<file path="src/rtl/stream_demux_1to2_pkg.sv">
// Shared constants for the 1:2 stream demux: FSM state encodings, lane IDs,
// and the one-entry slot acceptance rule used by the top-level ready logic.
package stream_demux_1to2_pkg;

   localparam logic ST_IDLE   = 1'b0;
   localparam logic ST_LOCKED = 1'b1;

   localparam logic LANE0 = 1'b0;
   localparam logic LANE1 = 1'b1;

   // A one-entry slot can take a new beat when empty or draining this cycle.
   function automatic logic lane_can_take(input logic valid, input logic ready);
      return !valid | ready;
   endfunction

endpackage

</file>
<file path="src/rtl/stream_demux_1to2_out_reg.sv">
// One-entry output register slice for a single demux lane.
// It holds data/last stable while valid is high and the sink is stalled.
module demux_out_reg #(
   parameter int DATA_W = 8
) (
   input  logic              clk,
   input  logic              rst,
   input  logic              load,
   input  logic [DATA_W-1:0] d_data,
   input  logic              d_last,
   output logic              valid,
   input  logic              ready,
   output logic [DATA_W-1:0] q_data,
   output logic              q_last
);

   // The caller only asserts load when the slot is empty or draining,
   // so a load always wins over a drain in the same cycle.
   always_ff @(posedge clk or posedge rst) begin
      if (rst) begin
         valid  <= 1'b0;
         q_data <= '0;
         q_last <= 1'b0;
      end else if (load) begin
         valid  <= 1'b1;
         q_data <= d_data;
         q_last <= d_last;
      end else if (ready) begin
         valid  <= 1'b0;
      end
   end

endmodule

</file>
<file path="src/rtl/stream_demux_1to2.sv">
// 1:2 valid/ready byte-stream demux with per-lane output registers and an
// optional packet lock that holds the lane from the first beat to s_last.
module stream_demux_1to2
   import stream_demux_1to2_pkg::*;
#(
   parameter int DATA_W   = 8,
   parameter int PKT_MODE = 1
) (
   input  logic              clk,
   input  logic              rst,
   input  logic              s_valid,
   output logic              s_ready,
   input  logic [DATA_W-1:0] s_data,
   input  logic              s_last,
   input  logic              sel,
   output logic              m0_valid,
   input  logic              m0_ready,
   output logic [DATA_W-1:0] m0_data,
   output logic              m0_last,
   output logic              m1_valid,
   input  logic              m1_ready,
   output logic [DATA_W-1:0] m1_data,
   output logic              m1_last,
   output logic              busy
);

   logic              state_reg, state_next;
   logic              route_reg, route_next;
   logic              tgt;
   logic              accept;
   logic [1:0]        lane_valid, lane_ready, lane_load, lane_last;
   logic [DATA_W-1:0] lane_data [2];

   assign tgt     = ((PKT_MODE != 0) && (state_reg == ST_LOCKED)) ? route_reg : sel;
   // Only the target lane gates the input; the other lane may be stalled freely.
   assign s_ready = lane_can_take(lane_valid[tgt], lane_ready[tgt]);
   assign accept  = s_valid & s_ready;

   assign lane_ready = {m1_ready, m0_ready};

   generate
      for (genvar gi = 0; gi < 2; gi++) begin : g_lane
         assign lane_load[gi] = accept && (tgt == 1'(gi));

         demux_out_reg #(
            .DATA_W (DATA_W)
         ) u_lane (
            .clk    (clk),
            .rst    (rst),
            .load   (lane_load[gi]),
            .d_data (s_data),
            .d_last (s_last),
            .valid  (lane_valid[gi]),
            .ready  (lane_ready[gi]),
            .q_data (lane_data[gi]),
            .q_last (lane_last[gi])
         );
      end
   endgenerate

   assign m0_valid = lane_valid[LANE0];
   assign m0_data  = lane_data[LANE0];
   assign m0_last  = lane_last[LANE0];
   assign m1_valid = lane_valid[LANE1];
   assign m1_data  = lane_data[LANE1];
   assign m1_last  = lane_last[LANE1];

   always_ff @(posedge clk or posedge rst) begin
      if (rst) begin
         state_reg <= ST_IDLE;
         route_reg <= LANE0;
      end else begin
         state_reg <= state_next;
         route_reg <= route_next;
      end
   end

   always_comb begin
      state_next = state_reg;
      route_next = route_reg;
      if (PKT_MODE == 0) begin
         state_next = ST_IDLE;
      end else if (accept) begin
         if (state_reg == ST_IDLE) begin
            // Single-beat packets never lock.
            if (!s_last) begin
               state_next = ST_LOCKED;
               route_next = sel;
            end
         end else if (s_last) begin
            state_next = ST_IDLE;
         end
      end
   end

   always_comb begin
      busy = (state_reg == ST_LOCKED);
   end

endmodule
</file>
<file path="config.mk">
export PLATFORM = sky130hd
export DESIGN_NAME = stream_demux_1to2
export DESIGN_NICKNAME = d
export VERILOG_FILES = /design/src/rtl/stream_demux_1to2_pkg.sv /design/src/rtl/stream_demux_1to2_out_reg.sv /design/src/rtl/stream_demux_1to2.sv
export SDC_FILE = /design/constraint.sdc
export NUM_CORES = 1
export LEC_CHECK = 0
export CAP_MARGIN = 10
export CORE_MARGIN = 8
export CORE_UTILIZATION = 42
export DETAILED_ROUTE_END_ITERATION = 10
export GPL_TIMING_DRIVEN = 0
export HOLD_SLACK_MARGIN = 0.12
export PLACE_DENSITY = 0.85
export SETUP_SLACK_MARGIN = 0.02
export SLEW_MARGIN = 20
export SYNTH_ARGS = -nofsm -noshare
export SYNTH_HDL_FRONTEND = slang
export SYNTH_SLANG_ARGS = --single-unit
</file>
<file path="constraint.sdc">
create_clock -name clk -period 1.7 [get_ports clk]
set_input_delay 0.425 -clock clk [delete_from_list [all_inputs] [get_ports clk]]
set_output_delay 0.425 -clock clk [all_outputs]
set_load 0.05 [all_outputs]
</file>
==> results of run 1 <==
## kinds of logic after synthesis
logic type | after synthesis | synth area share (%)
buffers and inverters | 3 | 2.78
AOI/OAI and AO/OA | 3 | 2.78
muxes | 21 | 30.9
DFF | 22 | 58.3
and+or+nand+nor | 6 | 5.30
## per-layer routing
layer / GRT usage [%] / routed length [um]
met5: 0 / 0
met4: 3.34 / 22
met3: 4.06 / 152
met2: 16.9 / 994
met1: 12.1 / 865
## cells in the mapped netlist
cell and n:
a211oi_2 1, a21oi_1 1, a31o_1 1, buf_6 2
dfrtp_1 22, inv_1 1, mux2_1 6, mux2_4 14
mux2i_2 1, nand2_1 2, nand2b_1 2, nand3_2 1
nand3b_4 1
## how the worst min path moves through the flow
stage,endpoint,cells after the start,start,slack (ns)
finish,g_lane[0].u_lane.q_data[1],1,g_lane[0].u_lane.q_data[1],0.51
global route,g_lane[1].u_lane.q_data[7],1,g_lane[1].u_lane.q_data[7],0.54
CTS,g_lane[0].u_lane.q_data[1],1,g_lane[0].u_lane.q_data[1],0.51
detailed placement,g_lane[0].u_lane.q_data[1],1,g_lane[0].u_lane.q_data[1],0.49
global placement,g_lane[0].u_lane.q_data[0],1,g_lane[0].u_lane.q_data[0],0.48
floorplan,g_lane[0].u_lane.q_data[0],1,rst,0.41
## critical path, stage by stage
cell and delay, ns:
clkdlybuf4s50_1 0.39, nand2b_2 0.21, mux2_4 0.29, buf_6 0.15
## layout make-up
class	instances	area [um2]
inverters	1	3.75
clock buffers	3	22.5
fillers	177	768
plain buffers	2	22.5
well taps	28	35.0
flip-flops and latches	22	552
clock inverters	1	30.0
multi-input cells	30	383
repair buffers	39	353
## repair_timing
item                                    CTS  global route
buffers inserted                          2             1
gates cloned                              0             0
endpoints found under the setup margin   22            21
resized for setup                        32            27
## stage by stage
stage	cell area (um2)	setup TNS [ns]	worst slack (ns)
floorplan	958	0	0.00835
global placement	1350	-3.65	-0.823
detailed placement	1350	-4.57	-0.868
CTS	1400	-0.196	-0.196
global route	1400	-0.226	-0.226
finish	1400	-0.198	-0.198
==> results.tsv, run 1 <==
stage	metric	value	unit
setup_path	Setup CP Type	in -> out	
grt	pin count of the biggest net entering global routing	23	
cts	htree depth	1	
timing	Slew HR	45.3	%
setup_path	Reg-to-Reg End	route_reg	
cts	Worst-path clk slew	0.12	ns
timing	final setup fails	1	
final_layout	biggest regs	g_lane.u_lane.q_data (16), g_lane.u_lane.q_last (2), g_lane.u_lane.valid (2)	
floorplanning	overall die height	63.4	um
grt	GRT Util Overall	10.3	%
cts	clk_lat worst skew	0.31	ns
outcome	failing checks	setup timing	
timing	final worst slack	-0.198	ns
setup_path	CP Max Fanout	3	
grt	vias in the first global route	710	
floorplanning	Initial Utilization	43.5	%
grt	total congestion overflow	0	
synthesis	share of the synthesized area in the top cell type	58.3	%
route	Starting DRT DRC Count	4	
route	via count	604	
synthesis	Yosys Warn Count	0	
final_layout	Final Instance Count excl. Fillers	126	
setup_path	cells on worst reg2reg path	5	
route	DR WL/cell	16.1	um
timing	minimum clock period	1.90	ns
synthesis	Yosys cell types	13	
grt	first-pass GRT wire length	3400	um
final_layout	Top reg by flops	g_lane.u_lane.q_data	
final_layout	commonest non-fill, non-tap cell in the layout	dfrtp_1	
floorplanning	Die Area	4020	um2
final_layout	ANT cells	0	
timing	fin crit share	112	%
cts	CTS Sinks	22	
route	DRC Markers	0	
setup_path	r2r setup slk	0.06	ns
route	vias per inst	4.79	
timing	Max Clk Rate	527	MHz
timing	Hold Violations, Final	0	
synthesis	largest area contributor in the synthesized netlist	dfrtp_1	
placed_design	placed cells	119	
floorplanning	row cnt	17	
floorplanning	Die W	63.4	um
synthesis	Post-Synthesis Cells	55	
final_layout	Layout Nets	114	
floorplanning	num ports	37	
final_layout	final core utilization	64.6	%
final_layout	area delta synth->final	48.3	%
route	antenna viol nets, final	0	
synthesis	Seq/Total Area, Yosys	58.3	%
synthesis	Synth Net Count	70	
timing	Layout Skew	0.00186	ns
synthesis	post-synthesis cell area	945	um2
setup_path	Worst Setup EP	s_ready	
worst_hold_path	type of the tightest min-delay check	reg -> reg	
setup_path	crit path DAT	1.47	ns
placed_design	Detail Placement HPWL	1550	um
outcome	status	complete, but fails checks	
cts	cts hold-fix bufs	0	
setup_path	WP data required	1.27	ns
final_layout	number of flip-flops in the largest register	16	
grt	initial antenna violation count	0	
floorplanning	Core Area	2170	um2
cts	CTS buffer count	3	
job	Max Cap Viol	0	
final_layout	share of post-route cells with drive strength above 1	37.8	%
route	drt pass-1 iters	4	
route	Routed WL	2030	um
placed_design	Routability Congestion	0.735	
final_layout	most frequent cells in the layout	dfrtp_1, mux2_4, clkdlybuf4s50_1, clkdlybuf4s15_1	
timing	RSZ-0062 raised after global routing	yes	
timing	Slew @ Worst Pin	0.820	ns
setup_path	FF-to-FF Start	busy	
synthesis	Synth area leaders	dfrtp_1, mux2_4, mux2_1	
synthesis	Synth Area per Inst	17.2	um2
cts	Clock Tree Root	clkbuf_4	
synthesis	post-synthesis register bit count	22	
timing	final slew viol count	0	
cts	CTS tree	built	
setup_path	critical path launch point type	input port	
timing	Hold Slack	0.509	ns
setup_path	Worst Setup SP	m1_ready	
setup_path	CP Capture Type	output port	
placed_design	IO buf count	36	
cts	Max clock buf depth	2	
Power of run 1 is not shown: default switching activity piles up to over one toggle a cycle in this logic, so the estimate is an artifact.
==> run 2, diff against run 1 <==
--- a/config.mk
+++ b/config.mk
@@ -6,6 +6,7 @@
 export NUM_CORES = 1
 export LEC_CHECK = 0
 export CAP_MARGIN = 10
+export CORE_ASPECT_RATIO = 0.75
 export CORE_MARGIN = 8
 export CORE_UTILIZATION = 42
 export DETAILED_ROUTE_END_ITERATION = 10
@@ -13,7 +14,7 @@
 export HOLD_SLACK_MARGIN = 0.12
 export PLACE_DENSITY = 0.85
 export SETUP_SLACK_MARGIN = 0.02
-export SLEW_MARGIN = 20
+export SLEW_MARGIN = 25
 export SYNTH_ARGS = -nofsm -noshare
 export SYNTH_HDL_FRONTEND = slang
 export SYNTH_SLANG_ARGS = --single-unit
==> results.tsv, run 2 (synthesis gave the netlist of run 1 again) <==
stage	metric	value	unit	change
outcome	status	complete, but fails checks		
outcome	failing checks	setup timing		
timing	final setup fails	1		unchanged
floorplanning	row cnt	15		-2
route	antenna viol nets, final	0		unchanged
grt	initial antenna violation count	0		unchanged
floorplanning	overall die height	57.1	um	-10%
grt	pin count of the biggest net entering global routing	23		unchanged
final_layout	number of flip-flops in the largest register	16		unchanged
timing	Layout Skew	0.00404	ns	+0.00218 ns
route	Starting DRT DRC Count	22		+18
timing	Slew HR	45.9	%	+0.68 points
timing	final worst slack	-0.217	ns	-0.0191 ns
cts	htree depth	1		unchanged
timing	minimum clock period	1.92	ns	+0.0191 ns
cts	CTS tree	built		
timing	Hold Violations, Final	0		unchanged
placed_design	IO buf count	36		unchanged
worst_hold_path	type of the tightest min-delay check	reg -> reg		
final_layout	area delta synth->final	48.6	%	
setup_path	Setup CP Type	in -> out		
timing	Max Clk Rate	522	MHz	-1.0%
grt	GRT Util Overall	11.4	%	+1.1 points
floorplanning	num ports	37		unchanged
floorplanning	Die Area	4040	um2	+0.39%
route	DRC Markers	0		unchanged
setup_path	CP Capture Type	output port		
route	Routed WL	2170	um	+6.5%
cts	CTS buffer count	3		unchanged
route	DR WL/cell	17.7	um	+10%
cts	clk_lat worst skew	0.31	ns	about the same
placed_design	Routability Congestion	0.678		-7.7%
timing	Slew @ Worst Pin	0.810	ns	-0.0102 ns
route	drt pass-1 iters	4		unchanged
setup_path	crit path DAT	1.49	ns	+0.02 ns
final_layout	ANT cells	0		unchanged
grt	total congestion overflow	0		unchanged
route	vias per inst	4.82		+0.54%
cts	Clock Tree Root	clkbuf_4		
setup_path	CP Max Fanout	3		unchanged
cts	Worst-path clk slew	0.12	ns	about the same
setup_path	critical path launch point type	input port		
final_layout	commonest non-fill, non-tap cell in the layout	dfrtp_1		
final_layout	share of post-route cells with drive strength above 1	35.1	%	-2.7 points
timing	final slew viol count	0		unchanged
route	via count	588		-2.6%
grt	first-pass GRT wire length	3600	um	+5.9%
placed_design	pre-CTS WS	-0.830	ns	+0.0378 ns
floorplanning	Core Area	2210	um2	+2.1%
final_layout	final core utilization	63.4	%	-1.2 points
cts	Max clock buf depth	2		unchanged
placed_design	Detail Placement HPWL	1690	um	+9.4%
cts	CTS Sinks	22		unchanged
job	Max Cap Viol	0		unchanged
floorplanning	Initial Utilization	42.7	%	-0.89 points
final_layout	biggest regs	g_lane.u_lane.q_data (16), g_lane.u_lane.q_last (2), g_lane.u_lane.valid (2)		
floorplanning	Die W	70.8	um	+12%
timing	RSZ-0062 raised after global routing	yes		
timing	Hold Slack	0.520	ns	+0.0112 ns
final_layout	Layout Nets	113		-0.88%
final_layout	most frequent cells in the layout	dfrtp_1, mux2_4, clkdlybuf4s15_1		
grt	vias in the first global route	651		-8.3%
timing	fin crit share	113	%	+1.1 points
setup_path	WP data required	1.27	ns	about the same
final_layout	Top reg by flops	g_lane.u_lane.q_data		
-- run 2: changes by cell type in the layout (fill, tap and decap cells not counted) --
cell | before | now
buf_4 | 4 | 2
clkbuf_2 | 5 | 4
nand3_4 | 0 | 1
nand2b_1 | 1 | 2
nand3_2 | 1 | 0
clkdlybuf4s15_1 | 13 | 14
nand2b_2 | 1 | 0
clkdlybuf4s15_2 | 0 | 1
-- run 2: path summary, 6_finish.rpt --
| check | cells after the start | startpoint | endpoint | slack [ns] |
|---|---|---|---|---|
| max | 4 | m1_ready | s_ready | -0.22 |
| min | 1 | g_lane[0].u_lane.q_data[1] | g_lane[0].u_lane.q_data[1] | 0.52 |
| max reg2reg | 5 | busy | route_reg | 0.06 |
| min reg2reg | 1 | g_lane[0].u_lane.q_data[1] | g_lane[0].u_lane.q_data[1] | 0.52 |
| max in group asynchronous | 2 | rst | busy | 0.59 |
| min in group asynchronous | 2 | rst | g_lane[1].u_lane.q_last | 0.56 |
-- run 2: metrics by stage --
stage | cell area [um2] | cells | setup TNS, ns
floorplan | 958 | 55 | 0
CTS | 1390 | 121 | -0.229
global route | 1400 | 122 | -0.275
global placement | 1350 | 116 | -3.79
detailed placement | 1350 | 116 | -4.33
finish | 1400 | 122 | -0.217
-- run 2: critical path: stages --
cell and delay (ns):
clkdlybuf4s50_1 0.39, nand2b_1 0.22, mux2_4 0.30, buf_6 0.15
-- run 2: what timing repair did --
action,CTS,global route
hold buffers,0,0
gates resized for setup,32,22
pin swaps,1,0
endpoints found under the setup margin,22,20
buffers inserted,1,1
-- run 2: final cells by class --
class | instances | area [um2]
Inverter | 1 | 3.75
Sequential cell | 22 | 552
Multi-Input combinational cell | 30 | 388
Clock inverter | 1 | 30.0
Fill cell | 169 | 811
Buffer | 2 | 22.5
Timing Repair Buffer | 38 | 354
Tap cell | 25 | 31.3
Clock buffer | 3 | 22.5
-- run 2: routing by layer --
layer	global-route usage [%]	routed length (um)	up-vias
li1	-	-	278
met1	13.3	917	285
met2	18.8	1080	23
met3	4.37	142	2
met4	3.54	27	0
met5	0	0	-
Power of run 2 is left out for the same reason.
